$ cat config.mk
export PLATFORM = sky130hd
export DESIGN_NAME = vload_responder
export DESIGN_NICKNAME = d
export VERILOG_FILES = /design/src/rtl/vload_pkg.sv /design/src/rtl/vload_req_fifo.sv /design/src/rtl/vload_responder.sv
export SDC_FILE = /design/constraint.sdc
export NUM_CORES = 1
export LEC_CHECK = 0
export ABC_AREA = 0
export BUFFER_PORTS_ARGS = -buffer_cell sky130_fd_sc_hd__buf_4
export CAP_MARGIN = 20
export CORE_MARGIN = 1
export CORE_UTILIZATION = 49
export DETAILED_ROUTE_END_ITERATION = 10
export GPL_ROUTABILITY_DRIVEN = 0
export PLACE_DENSITY = 0.84
export SYNTH_ARGS = -nofsm -noshare
export SYNTH_HDL_FRONTEND = slang
export SYNTH_SLANG_ARGS = --single-unit
$ cat constraint.sdc
create_clock -name clk -period 3.7 [get_ports clk]
set_clock_uncertainty 0.2 [all_clocks]
set_input_delay 0.74 -clock clk [delete_from_list [all_inputs] [get_ports clk]]
set_output_delay 0.74 -clock clk [all_outputs]
set_load 0.02 [all_outputs]
$ cat src/rtl/vload_pkg.sv
// Shared types for the vector-load responder: FSM state encoding and request record.
// VREG_IDX_W is the width of a vector register index.
package vload_pkg;

    localparam int VREG_IDX_W   = 5;
    localparam int VLOAD_ADDR_W = 32;

    typedef enum logic [2:0] {
        ST_IDLE    = 3'd0,
        ST_ARM     = 3'd1,
        ST_MREQ    = 3'd2,
        ST_MWAIT   = 3'd3,
        ST_DELIVER = 3'd4
    } vload_state_e;

    // Canonical request layout at the default address width; the top re-declares
    // it with its own ADDR_WIDTH and hands that type to the FIFO.
    typedef struct packed {
        logic [VLOAD_ADDR_W-1:0] addr;
        logic [VREG_IDX_W-1:0]   dest;
    } vload_req_t;

endpackage

$ cat src/rtl/vload_req_fifo.sv
// Synchronous request FIFO with asynchronous active-high reset.
// DEPTH must be a power of two so the pointers wrap naturally.
module vload_req_fifo
    import vload_pkg::*;
#(
    parameter int  DEPTH   = 4,
    parameter type entry_t = vload_req_t
) (
    input  logic                   clk,
    input  logic                   rst,
    input  logic                   push,
    input  entry_t                 push_data,
    input  logic                   pop,
    output entry_t                 pop_data,
    output logic                   full,
    output logic                   empty,
    output logic [$clog2(DEPTH):0] count
);

    localparam int PTR_W = $clog2(DEPTH);
    localparam int CNT_W = PTR_W + 1;

    entry_t           mem [DEPTH];
    logic [PTR_W-1:0] wr_ptr;
    logic [PTR_W-1:0] rd_ptr;
    logic             push_ok;
    logic             pop_ok;

    assign full     = (count == CNT_W'(DEPTH));
    assign empty    = (count == '0);
    assign push_ok  = push && !full;
    assign pop_ok   = pop && !empty;
    assign pop_data = mem[rd_ptr];

    always_ff @(posedge clk or posedge rst) begin
        if (rst) begin
            wr_ptr <= '0;
            rd_ptr <= '0;
            count  <= '0;
        end else begin
            if (push_ok) wr_ptr <= wr_ptr + 1'b1;
            if (pop_ok)  rd_ptr <= rd_ptr + 1'b1;
            case ({push_ok, pop_ok})
                2'b10:   count <= count + 1'b1;
                2'b01:   count <= count - 1'b1;
                default: count <= count;
            endcase
        end
    end

    // Storage carries no reset; validity is tracked by the pointers and count.
    always_ff @(posedge clk) begin
        if (push_ok) mem[wr_ptr] <= push_data;
    end

endmodule

$ cat src/rtl/vload_responder.sv
// Per-lane vector-load responder: queues requests, arms the lane, fetches one word, delivers it.
// Optional watchdog enabled by defining VLOAD_TIMEOUT_EN.
module vload_responder
    import vload_pkg::*;
#(
    parameter int DATA_WIDTH     = 64,
    parameter int ADDR_WIDTH     = 32,
    parameter int REQ_DEPTH      = 4,
    parameter int TIMEOUT_CYCLES = 1024
) (
    input  logic                  clk,
    input  logic                  rst,
    input  logic                  req_valid,
    output logic                  req_ready,
    input  logic [ADDR_WIDTH-1:0] req_addr,
    input  logic [VREG_IDX_W-1:0] req_dest,
    output logic                  mem_req_valid,
    input  logic                  mem_req_ready,
    output logic [ADDR_WIDTH-1:0] mem_addr,
    input  logic                  mem_resp_valid,
    input  logic [DATA_WIDTH-1:0] mem_resp_data,
    output logic                  wait_for_load,
    output logic [VREG_IDX_W-1:0] load_destination,
    output logic                  valid_read,
    output logic [DATA_WIDTH-1:0] data_from_load,
    input  logic                  read_done,
    output logic                  busy,
    output logic                  timeout_err
);

    localparam int CNT_W = $clog2(REQ_DEPTH) + 1;

    typedef struct packed {
        logic [ADDR_WIDTH-1:0] addr;
        logic [VREG_IDX_W-1:0] dest;
    } req_t;

    vload_state_e          state_q;
    vload_state_e          state_d;
    req_t                  push_req;
    req_t                  head_req;
    logic                  fifo_full;
    logic                  fifo_empty;
    logic [CNT_W-1:0]      fifo_count;
    logic                  pop;
    logic                  capture;
    logic                  timeout_hit;
    logic [ADDR_WIDTH-1:0] cur_addr;
    logic [VREG_IDX_W-1:0] cur_dest;
    logic [DATA_WIDTH-1:0] data_q;

    assign push_req.addr = req_addr;
    assign push_req.dest = req_dest;
    // Held low while rst is asserted so every output reads 0 during reset.
    assign req_ready     = !fifo_full && !rst;

    vload_req_fifo #(
        .DEPTH   (REQ_DEPTH),
        .entry_t (req_t)
    ) u_req_fifo (
        .clk       (clk),
        .rst       (rst),
        .push      (req_valid),
        .push_data (push_req),
        .pop       (pop),
        .pop_data  (head_req),
        .full      (fifo_full),
        .empty     (fifo_empty),
        .count     (fifo_count)
    );

    always_comb begin
        state_d       = state_q;
        pop           = 1'b0;
        capture       = 1'b0;
        wait_for_load = 1'b0;
        mem_req_valid = 1'b0;
        valid_read    = 1'b0;
        case (state_q)
            ST_IDLE: begin
                if (!fifo_empty) begin
                    pop     = 1'b1;
                    state_d = ST_ARM;
                end
            end
            ST_ARM: begin
                wait_for_load = 1'b1;
                state_d       = ST_MREQ;
            end
            ST_MREQ: begin
                mem_req_valid = 1'b1;
                if (mem_req_ready) begin
                    // A response coinciding with the handshake is taken at once.
                    if (mem_resp_valid) begin
                        capture = 1'b1;
                        state_d = ST_DELIVER;
                    end else begin
                        state_d = ST_MWAIT;
                    end
                end
            end
            ST_MWAIT: begin
                if (mem_resp_valid) begin
                    capture = 1'b1;
                    state_d = ST_DELIVER;
                end
            end
            ST_DELIVER: begin
                valid_read = 1'b1;
                if (read_done) state_d = ST_IDLE;
            end
            default: state_d = ST_IDLE;
        endcase
        if (timeout_hit) begin
            capture = 1'b0;
            state_d = ST_IDLE;
        end
    end

    always_ff @(posedge clk or posedge rst) begin
        if (rst) begin
            state_q  <= ST_IDLE;
            cur_addr <= '0;
            cur_dest <= '0;
            data_q   <= '0;
        end else begin
            state_q <= state_d;
            if (pop) begin
                cur_addr <= head_req.addr;
                cur_dest <= head_req.dest;
            end
            if (capture) data_q <= mem_resp_data;
        end
    end

    // cur_dest and data_q only change on pop/capture, keeping lane-facing values stable.
    assign mem_addr         = cur_addr;
    assign load_destination = cur_dest;
    assign data_from_load   = data_q;
    assign busy             = (fifo_count != '0) || (state_q != ST_IDLE);

`ifdef VLOAD_TIMEOUT_EN
    localparam int TMR_W = $clog2(TIMEOUT_CYCLES) + 1;

    logic [TMR_W-1:0] tmr_q;
    logic             tmr_active;
    logic             timeout_q;

    assign tmr_active  = (state_q == ST_MREQ) || (state_q == ST_MWAIT) ||
                         (state_q == ST_DELIVER);
    assign timeout_hit = tmr_active && (tmr_q == TMR_W'(TIMEOUT_CYCLES - 1));
    assign timeout_err = timeout_q;

    always_ff @(posedge clk or posedge rst) begin
        if (rst) begin
            tmr_q     <= '0;
            timeout_q <= 1'b0;
        end else begin
            if (tmr_active && (state_d != ST_IDLE)) tmr_q <= tmr_q + 1'b1;
            else                                    tmr_q <= '0;
            if (timeout_hit) timeout_q <= 1'b1;
        end
    end
`else
    logic unused_timeout_cfg;

    assign unused_timeout_cfg = (TIMEOUT_CYCLES != 0);
    assign timeout_hit        = 1'b0;
    assign timeout_err        = 1'b0;
`endif

endmodule
==> impl_metrics.csv, run 1 <==
group,metric,value,unit
clocking,hold_buffers,0,
clocking,cts_tree,"built",
placement,dp.cells,934,
synthesis,synth_edf_count,148,
power,p_clk_share,22.3,%
setup_path,rr_worst_depth,8,
sta,fin_crit_sh,71.65,%
clocking,clkTransAtPathRegs,0.06,ns
routing,num_vias,5013,
layout,fill_cells,1343,
setup_path,critPathLaunchType,"flip-flop",
sta,timing_hold_violations_final,0,
power,power_leakage,4.960,nW
placement,io_buffers,212,
synthesis,ys.warnings.count,0,
setup_path,crit_family,"simple AND/OR/NAND/NOR gates",
setup_path,path_buf_inv,1,
setup_path,crit_required,2.76,ns
setup_path,rrSetupSlack,1.28,ns
layout,fin_cells,980,
setup_path,critPathKind,"reg2out",
synthesis,synth.avg_cell_area,20.79,µm²
clocking,root_buffer,"clkbuf_16",
routing,drtAntennaViolNets,0,
grt,track_usage,18.65,%
floorplan,core_area,19400,µm²
synthesis,syn_nets,578,
grt,grt_max_degree,112,
floorplan,die_w,142.5,µm
floorplan,ios,214,
sta,min_period,2.651,ns
floorplan,die_h,142.5,µm
floorplan,die-area,20300,µm²
placement,pre_cts_ws,0.9357,ns
power,vdd_ir_drop_max,630.1,µV
power,internal-power,7.456,mW
routing,viasPerCell,5.115,
setup_path,cp.depth,3,
sta,slew_headroom,38.64,%
clocking,postCtsSetupBuffers,0,
setup_path,crit_path_end_kind,"output port",
power,power_frac_seq,42.2,%
sta,grt_setup_unrepaired,"false",
layout,area_growth,28.01,%
synthesis,synthFlopType,"edfxtp_1",
routing,dr.first_iter.drc_count,205,
sta,timing.hold.ws,0.1995,ns
sta,setup_viol,0,
routing,first_pass_iters,4,
clocking,insertion_delay,0.52,ns
placement,post-dp-hpwl,12850,µm
run,max-cap-violations,0,
synthesis,synthCells,465,
layout,n_antenna_cell,0,
synthesis,synthArstFlopShare,42.86,%
layout,final_cell_mix,"buf_4 (221), edfxtp_1 (148), dfrtp_1 (109)",
sta,tightest_slew,0.9204,ns
setup_path,cpMaxStageDelayCell,"dfrtp_1",
layout,final_common_cell,"buf_4",
synthesis,synth_cell_types,30,
synthesis,netlist_area,9668,µm²
hold_path,hold_path_class,"in2async",
layout,nNetsFinal,809,
sta,max_freq,377.2,MHz
power,p_switching,3.537,mW
clocking,post_cts_resized,0,
status,status,"finished clean",
clocking,cts.path.max_buffers,3,
synthesis,seq_area_frac_synth,74.70,%
power,power_density,888.3,nW/µm²
routing,wirelength,18950,µm
routing,wl_per_cell,19.34,µm
floorplan,num_rows,51,
clocking,cts.sinks,259,
sta,fin_tns_setup,0,ns
setup_path,cp_data_arrival_time,1.71,ns
setup_path,cp_max_fo,4,
layout,multi_input_area,2296,µm²
power,power_frac_comb,35.5,%
sta,setup_slack,1.049,ns
clocking,h-tree-depth,1,
layout,regArea,7224,µm²
layout,drive_above_1_share,46.15,%
routing,drc,0,
grt,grt_first_pass_wirelength,28500,µm
sta,drv_slew,0,
grt,grt_remaining_overflow,0,
power,switching_share,32.18,%
clocking,cts_buffers,25,
grt,first_global_vias,5273,
setup_path,cp_cell_sequence,"or3_4, nand2b_1, buf_4",
floorplan,start_util,49.84,%
setup_path,critPathMaxStageDelay,0.43,ns
synthesis,yosys_register_bits,259,
grt,antenna_found_initial,0,
-- cells in the mapped netlist (all sizes together) (3+ instances only) --
master / n / area [µm²]
a21oi: 3 / 15.01
and2: 4 / 25.02
buf: 18 / 127.6
dfrtp: 111 / 2778
edfxtp: 148 / 4444
ha: 5 / 62.56
inv: 7 / 26.27
mux2: 103 / 1160
mux4: 37 / 833.3
nand2: 4 / 15.01
nand2b: 3 / 18.77
nor2: 6 / 30.03
xnor2: 5 / 43.79
-- worst paths after layout --
path	start	end
worst max register to register	u_req_fifo.count[0]	u_req_fifo.count[2]
worst min-delay path	rst	state_q[1]
min in group clk	read_done	state_q[2]
worst max-delay path	u_req_fifo.count[0]	busy
max in group asynchronous	rst	mem_addr[19]
worst min register to register	data_from_load[59]	data_from_load[59]
-- routing by layer --
| metal | vias up | track usage (%) | share of wire, % |
|---|---|---|---|
| li1 | 2248 | - | - |
| met3 | 33 | 3.802 | 6.7 |
| met1 | 2526 | 22.25 | 40 |
| met4 | 0 | 7.357 | 2.6 |
| met2 | 206 | 33.15 | 51 |
| met5 | - | 0 | 0 |
-- area by class of cell --
| cell class | instances | area share, % |
|---|---|---|
| tap | 265 | 2.679 |
| clock buffer | 37 | 5.581 |
| inverter | 7 | 0.2426 |
| clock inverter | 9 | 0.8392 |
| sequential | 259 | 58.38 |
| multi-input combinational | 180 | 18.55 |
| timing repair buffer | 223 | 13.73 |
-- sequential cells by signal (all words and copies together), names as in the netlist --
register / count
u_req_fifo.mem: 148
data_from_load: 64
mem_addr: 32
load_destination: 5
state_q: 3
u_req_fifo.count: 3
u_req_fifo.rd_ptr: 2
u_req_fifo.wr_ptr: 2
-- metrics by stage --
step / utilization, % / instance area, µm² / power [mW]
detailed placement: 59.70 / 11580 / 8.671
floorplan: - / 9672 / 7.049
CTS: 63.80 / 12380 / 11.15
finish: 63.80 / 12380 / 10.99
global route: 63.80 / 12380 / 11.57
global placement: 59.70 / 11580 / 8.470
-- logic make-up after synthesis --
logic type | share of synthesized area, %
compound gates | 0.4271
buf+inv | 1.631
fa+ha+maj | 0.8542
flops | 74.70
mux | 20.62
xor+xnor | 0.5435
simple gates | 1.191
other cells | 0.03879
-- power by group through the flow --
stage          logic, mW  clock network [mW]  registers, mW
2_1_floorplan       1.87                   0           5.18
3_3_place_gp        3.84                   0           4.63
3_5_place_dp        3.97                   0           4.70
4_1_cts             3.98                2.51           4.66
5_1_grt             4.18                2.63           4.76
6_report            3.90                2.45           4.64
-- worst min-delay path, delay by kind of cell --
kind | cells | cell delay (ns)
buf+inv | 3 | 0.62
No activity file was read; power rests on OpenSTA's default activity.
==> run 2, diff against run 1 <==
- clock period: 3.7 -> 2.2 ns (I/O delays scaled with it)
==> run 2 against run 1 <==
Against the previous run: the run now ends with setup timing left; sequential power rose by 65%; flip-flop and latch count did not move; register-to-register slack got worse by 1.3 ns; total power rose by 77%; global-route usage rose by 2.4 points; worst hold slack got worse by 0.15 ns; critical path type unchanged; critical endpoint unchanged; highest routed layer unchanged.
==> impl_metrics.csv, run 2 (synthesized netlist as in run 1, its figures left out) <==
group,metric,value,unit
setup_path,r2r-end,"u_req_fifo.count[2]",
sta,drv_slew,0,
routing,drc,0,
sta,setup_viol,1,
hold_path,hold_path_class,"in2reg",
sta,timing_hold_violations_final,0,
clocking,cts.sinks,259,
grt,first_global_vias,5936,
clocking,h-tree-depth,1,
hold_path,whs_path_depth,4,
layout,final_common_cell,"buf_4",
setup_path,r2r_start,"u_req_fifo.count[2]",
hold_path,hold_end,"state_q[0]",
layout,area_growth,41.89,%
routing,dr.first_iter.drc_count,248,
floorplan,num_rows,51,
sta,fin_crit_sh,101.2,%
clocking,cts_tree,"built",
layout,drive_above_1_share,42.17,%
grt,grt_remaining_overflow,0,
floorplan,start_util,49.84,%
setup_path,crit_path_end_kind,"output port",
setup_path,cp_max_fo,3,
sta,tightest_slew,0.6433,ns
setup_path,rr_worst_depth,8,
grt,grt_max_degree,112,
clocking,clkTransAtPathRegs,0.06,ns
clocking,root_buffer,"clkbuf_16",
routing,viasPerCell,5.076,
sta,max_freq,449.0,MHz
clocking,cts.path.max_buffers,3,
layout,nNetsFinal,923,
grt,grt_first_pass_wirelength,32170,µm
floorplan,die_w,142.5,µm
floorplan,die-area,20300,µm²
floorplan,core_area,19400,µm²
routing,wl_per_cell,19.47,µm
setup_path,crit_required,1.56,ns
layout,largest_reg_flops,148,
sta,min_period,2.227,ns
sta,grt_setup_unrepaired,"true",
layout,final_cell_mix,"buf_4 (222), edfxtp_1 (148), dfrtp_1 (109)",
setup_path,critPathLaunchType,"flip-flop",
power,finalPower,19.45,mW
grt,track_usage,21.01,%
routing,first_pass_iters,4,
clocking,insertion_delay,0.51,ns
setup_path,critPathKind,"reg2out",
layout,largest-register,"u_req_fifo.mem",
status,violations,"setup timing",
power,power_density,1418,nW/µm²
grt,antenna_found_initial,1,
placement,post-dp-hpwl,12840,µm
placement,dp.cells,943,
status,status,"complete, but fails checks",
clocking,cts_buffers,26,
routing,wirelength,21340,µm
setup_path,rrSetupSlack,0.02,ns
layout,fin_cells,1096,
placement,pre_cts_ws,0.04267,ns
power,vdd_ir_drop_max,797.5,µV
sta,slew_headroom,57.11,%
power,power_leakage,5.521,nW
sta,setup_slack,-0.02738,ns
routing,num_vias,5563,
hold_path,min-delay-start,"mem_resp_valid",
floorplan,die_h,142.5,µm
run,max-cap-violations,0,
routing,drtAntennaViolNets,0,
setup_path,cp_data_arrival_time,1.59,ns
floorplan,ios,214,
placement,io_buffers,212,
run 2: routing by layer:
layer | vias to the layer above | GRT usage, % | part of all wire, %
li1 | 2474 | - | -
met1 | 2834 | 25.76 | 39
met2 | 225 | 37.54 | 53
met3 | 30 | 4.711 | 7.2
met4 | 0 | 5.546 | 1.5
met5 | - | 0 | 0
run 2: final cells by class:
cell class / instances / area (µm²)
Sequential cell: 259 / 7224
Antenna cell: 1 / 2.502
Tap cell: 265 / 331.6
Multi-Input combinational cell: 180 / 2333
Clock inverter: 9 / 102.6
Clock buffer: 39 / 782.0
Fill cell: 1146 / 5680
Inverter: 7 / 32.53
Timing Repair Buffer: 336 / 2909
run 2: stage by stage:
step           TNS (ns)  util [%]  cell area [µm²]  hold WS [ns]
2_1_floorplan  -0.03510         -             9701        0.2842
3_3_place_gp          0     60.64            11760        0.2681
3_5_place_dp          0     60.64            11760        0.2773
4_1_cts        -0.03995     70.61            13700       0.03902
5_1_grt         -0.1386     70.72            13720       0.04309
6_report       -0.02738     70.72            13720       0.05258
run 2: timing repair:
| action | 4_1_cts | 5_1_grt |
|---|---|---|
| pin swaps | 1 | 1 |
| hold buffers | 103 | 0 |
| setup buffers | 1 | 0 |
| hold endpoints to repair | 324 | 0 |
| resized for setup | 2 | 4 |
| setup endpoints to repair | 1 | 5 |
run 2: power by group:
part	internal (mW)	switching [mW]
clock network	2.69	1.75
logic	3.64	3.72
registers	6.84	0.795
total	13.2	6.27
run 2: worst max-delay path: stages (launching register included):
cell and delay [ns]:
dfrtp_1 0.39, or3_4 0.41, nand2b_4 0.15, buf_6 0.13
run 2: worst max-delay path by stage:
stage                              startpoint                   to  slack, ns  cells after the start
after global routing      u_req_fifo.count[1]                 busy      -0.06                      3
after CTS                 u_req_fifo.count[0]                 busy      -0.04                      3
final                     u_req_fifo.count[2]                 busy      -0.03                      3
after global placement    u_req_fifo.count[2]  u_req_fifo.count[2]       0.07                      8
after floorplan           u_req_fifo.count[2]  u_req_fifo.count[2]      -0.04                      9
after detailed placement  u_req_fifo.count[2]  u_req_fifo.count[2]       0.04                      8
==> run 3, diff against run 2 <==
==> constraint.sdc (replaced) <==
create_clock -name clk -period 2.2 [get_ports clk]
set_clock_uncertainty 0.2 [all_clocks]
set_input_delay 0.22 -clock clk [delete_from_list [all_inputs] [get_ports clk]]
set_output_delay 0.22 -clock clk [all_outputs]
set_load 0.02 [all_outputs]
==> run 3 against run 2 <==
Against the previous run: the flow now finishes without violations; register-to-register slack gained 0.05 ns; count of clock-buffer cells in the layout is the same; first-iteration DRC count grew 8.5%; flip-flop and latch count is the same; critical path depth grew 1; sequential share of layout area grew 0.087 points; cell count grew 0.18%; sequential power is essentially flat; combinational power shrank 0.5%; highest routed layer unchanged.
==> impl_metrics.csv, run 3 (synthesized netlist as in run 1, its figures left out) <==
group,metric,value,unit
status,status,"finished clean",
sta,grt_setup_unrepaired,"true",
setup_path,crit_family,"simple AND/OR/NAND/NOR gates",
sta,tightest_slew,0.6186,ns
setup_path,path_buf_inv,2,
floorplan,die_h,142.5,µm
routing,drc,0,
clocking,h-tree-depth,1,
setup_path,crit_top_cell,"buf_6",
floorplan,num_rows,51,
routing,dr.first_iter.drc_count,269,
floorplan,core_area,19400,µm²
clocking,insertion_delay,0.53,ns
sta,max_freq,460.7,MHz
floorplan,die-area,20300,µm²
sta,timing_hold_violations_final,0,
power,power_leakage,5.509,nW
sta,setup_viol,0,
setup_path,rr_worst_depth,4,
clocking,cts.path.max_buffers,3,
floorplan,ios,214,
routing,viasPerCell,5.052,
layout,multi_input_area,2316,µm²
hold_path,min-delay-start,"req_valid",
clocking,postCtsSetupBuffers,0,
grt,grt_first_pass_wirelength,32170,µm
grt,track_usage,21.15,%
clocking,root_buffer,"clkbuf_16",
setup_path,r2r-end,"mem_addr[8]",
routing,wl_per_cell,19.48,µm
sta,fin_tns_setup,0,ns
layout,final_cell_mix,"buf_4 (218), edfxtp_1 (148), dfrtp_1 (109)",
routing,drtAntennaViolNets,0,
sta,drv_slew,0,
setup_path,critPathLaunchType,"flip-flop",
floorplan,start_util,49.84,%
clocking,cts_tree,"built",
layout,postLayoutCoreUtil,70.60,%
setup_path,rrSetupSlack,0.07,ns
setup_path,cp_data_arrival_time,1.75,ns
clocking,clkTransAtPathRegs,0.06,ns
layout,area_growth,41.66,%
run,max-cap-violations,0,
grt,grt_max_degree,112,
hold_path,hold_end,"u_req_fifo.wr_ptr[0]",
grt,grt_remaining_overflow,0,
setup_path,critPathMaxStageDelay,0.42,ns
grt,first_global_vias,5989,
layout,drive_above_1_share,41.11,%
setup_path,critPathKind,"reg2out",
placement,io_buffers,212,
setup_path,cpMaxStageDelayCell,"or3_4",
floorplan,die_w,142.5,µm
setup_path,crit_required,1.78,ns
layout,largest-register,"u_req_fifo.mem",
setup_path,cp_cell_sequence,"or3_4, buf_6, nand2b_1, buf_6",
layout,nNetsFinal,925,
grt,antenna_found_initial,1,
layout,fill_cells,1192,
setup_path,r2r_start,"u_req_fifo.count[0]",
routing,first_pass_iters,4,
hold_path,hold_path_class,"in2reg",
routing,wirelength,21390,µm
sta,min_period,2.171,ns
placement,dpl-instance-area,11750,µm²
clocking,cts_buffers,27,
clocking,cts.sinks,259,
power,finalPower,19.29,mW
setup_path,crit_path_end_kind,"output port",
layout,final_common_cell,"buf_4",
sta,fin_crit_sh,98.67,%
sta,slew_headroom,58.76,%
hold_path,whs_path_depth,4,
power,power_density,1408,nW/µm²
setup_path,cp_max_fo,3,
layout,largest_reg_flops,148,
layout,final_cell_area,13700,µm²
placement,post-dp-hpwl,12320,µm
layout,regArea,7224,µm²
routing,num_vias,5547,
power,vdd_ir_drop_max,850.1,µV
run 3: cell count changes in the layout (fill, tap and decap cells not counted), moves of 3 or more:
cell / before / now
clkinv_1: 0 / 3
dlygate4sd3_1: 103 / 107
clkinvlp_4: 4 / 1
buf_4: 222 / 218
run 3: power breakdown:
| group | leakage [nW] | internal (mW) | switching [mW] |
|---|---|---|---|
| sequential | 2.67 | 6.85 | 0.783 |
| combinational | 2.42 | 3.62 | 3.71 |
| clock | 0.424 | 2.56 | 1.77 |
| total | 5.51 | 13.0 | 6.26 |
run 3: layer usage:
metal	share of wire, %	track usage [%]	vias to the layer above
li1	-	-	2487
met1	38	24.77	2785
met2	52	37.80	231
met3	7.4	4.744	44
met4	3.0	8.263	0
met5	0	0	-
run 3: cell type report:
type / count / area share [%]
Timing Repair Buffer: 337 / 21.40
Clock inverter: 10 / 0.6304
Multi-Input combinational cell: 180 / 16.91
Tap cell: 265 / 2.421
Sequential cell: 259 / 52.75
Clock buffer: 39 / 5.637
Antenna cell: 1 / 0.01827
Inverter: 7 / 0.2375
run 3: timing repair:
item / CTS / global route
resized for setup: 0 / 4
hold endpoints to repair: 326 / 0
setup endpoints to repair: 0 / 2
hold buffers: 107 / 0
run 3: worst max path at each step:
stage	start	slack [ns]	cells past startpoint	endpoint
finish	u_req_fifo.count[0]	0.03	4	busy
global route	u_req_fifo.count[0]	-0.03	4	busy
CTS	u_req_fifo.count[2]	0.03	4	busy
detailed placement	u_req_fifo.count[1]	0.06	8	u_req_fifo.count[2]
global placement	u_req_fifo.count[2]	0.1	8	u_req_fifo.count[2]
floorplan	u_req_fifo.count[2]	-0.04	9	u_req_fifo.count[2]
run 3: stage by stage:
step,hold WS (ns),std cells,setup slack [ns]
after floorplan,0.1091,465,-0.03510
after global placement,0.2066,941,0.09800
after detailed placement,0.2087,941,0.05539
after CTS,0.02888,1097,0.03123
after global routing,0.04719,1098,-0.02684
final,0.03863,1098,0.02931
run 3: worst register-to-register path, stage by stage (launching register included):
cell,delay (ns)
dfrtp_1,0.39
or3_4,0.42
nand2_4,0.09
buf_4,0.49
mux2_2,0.42
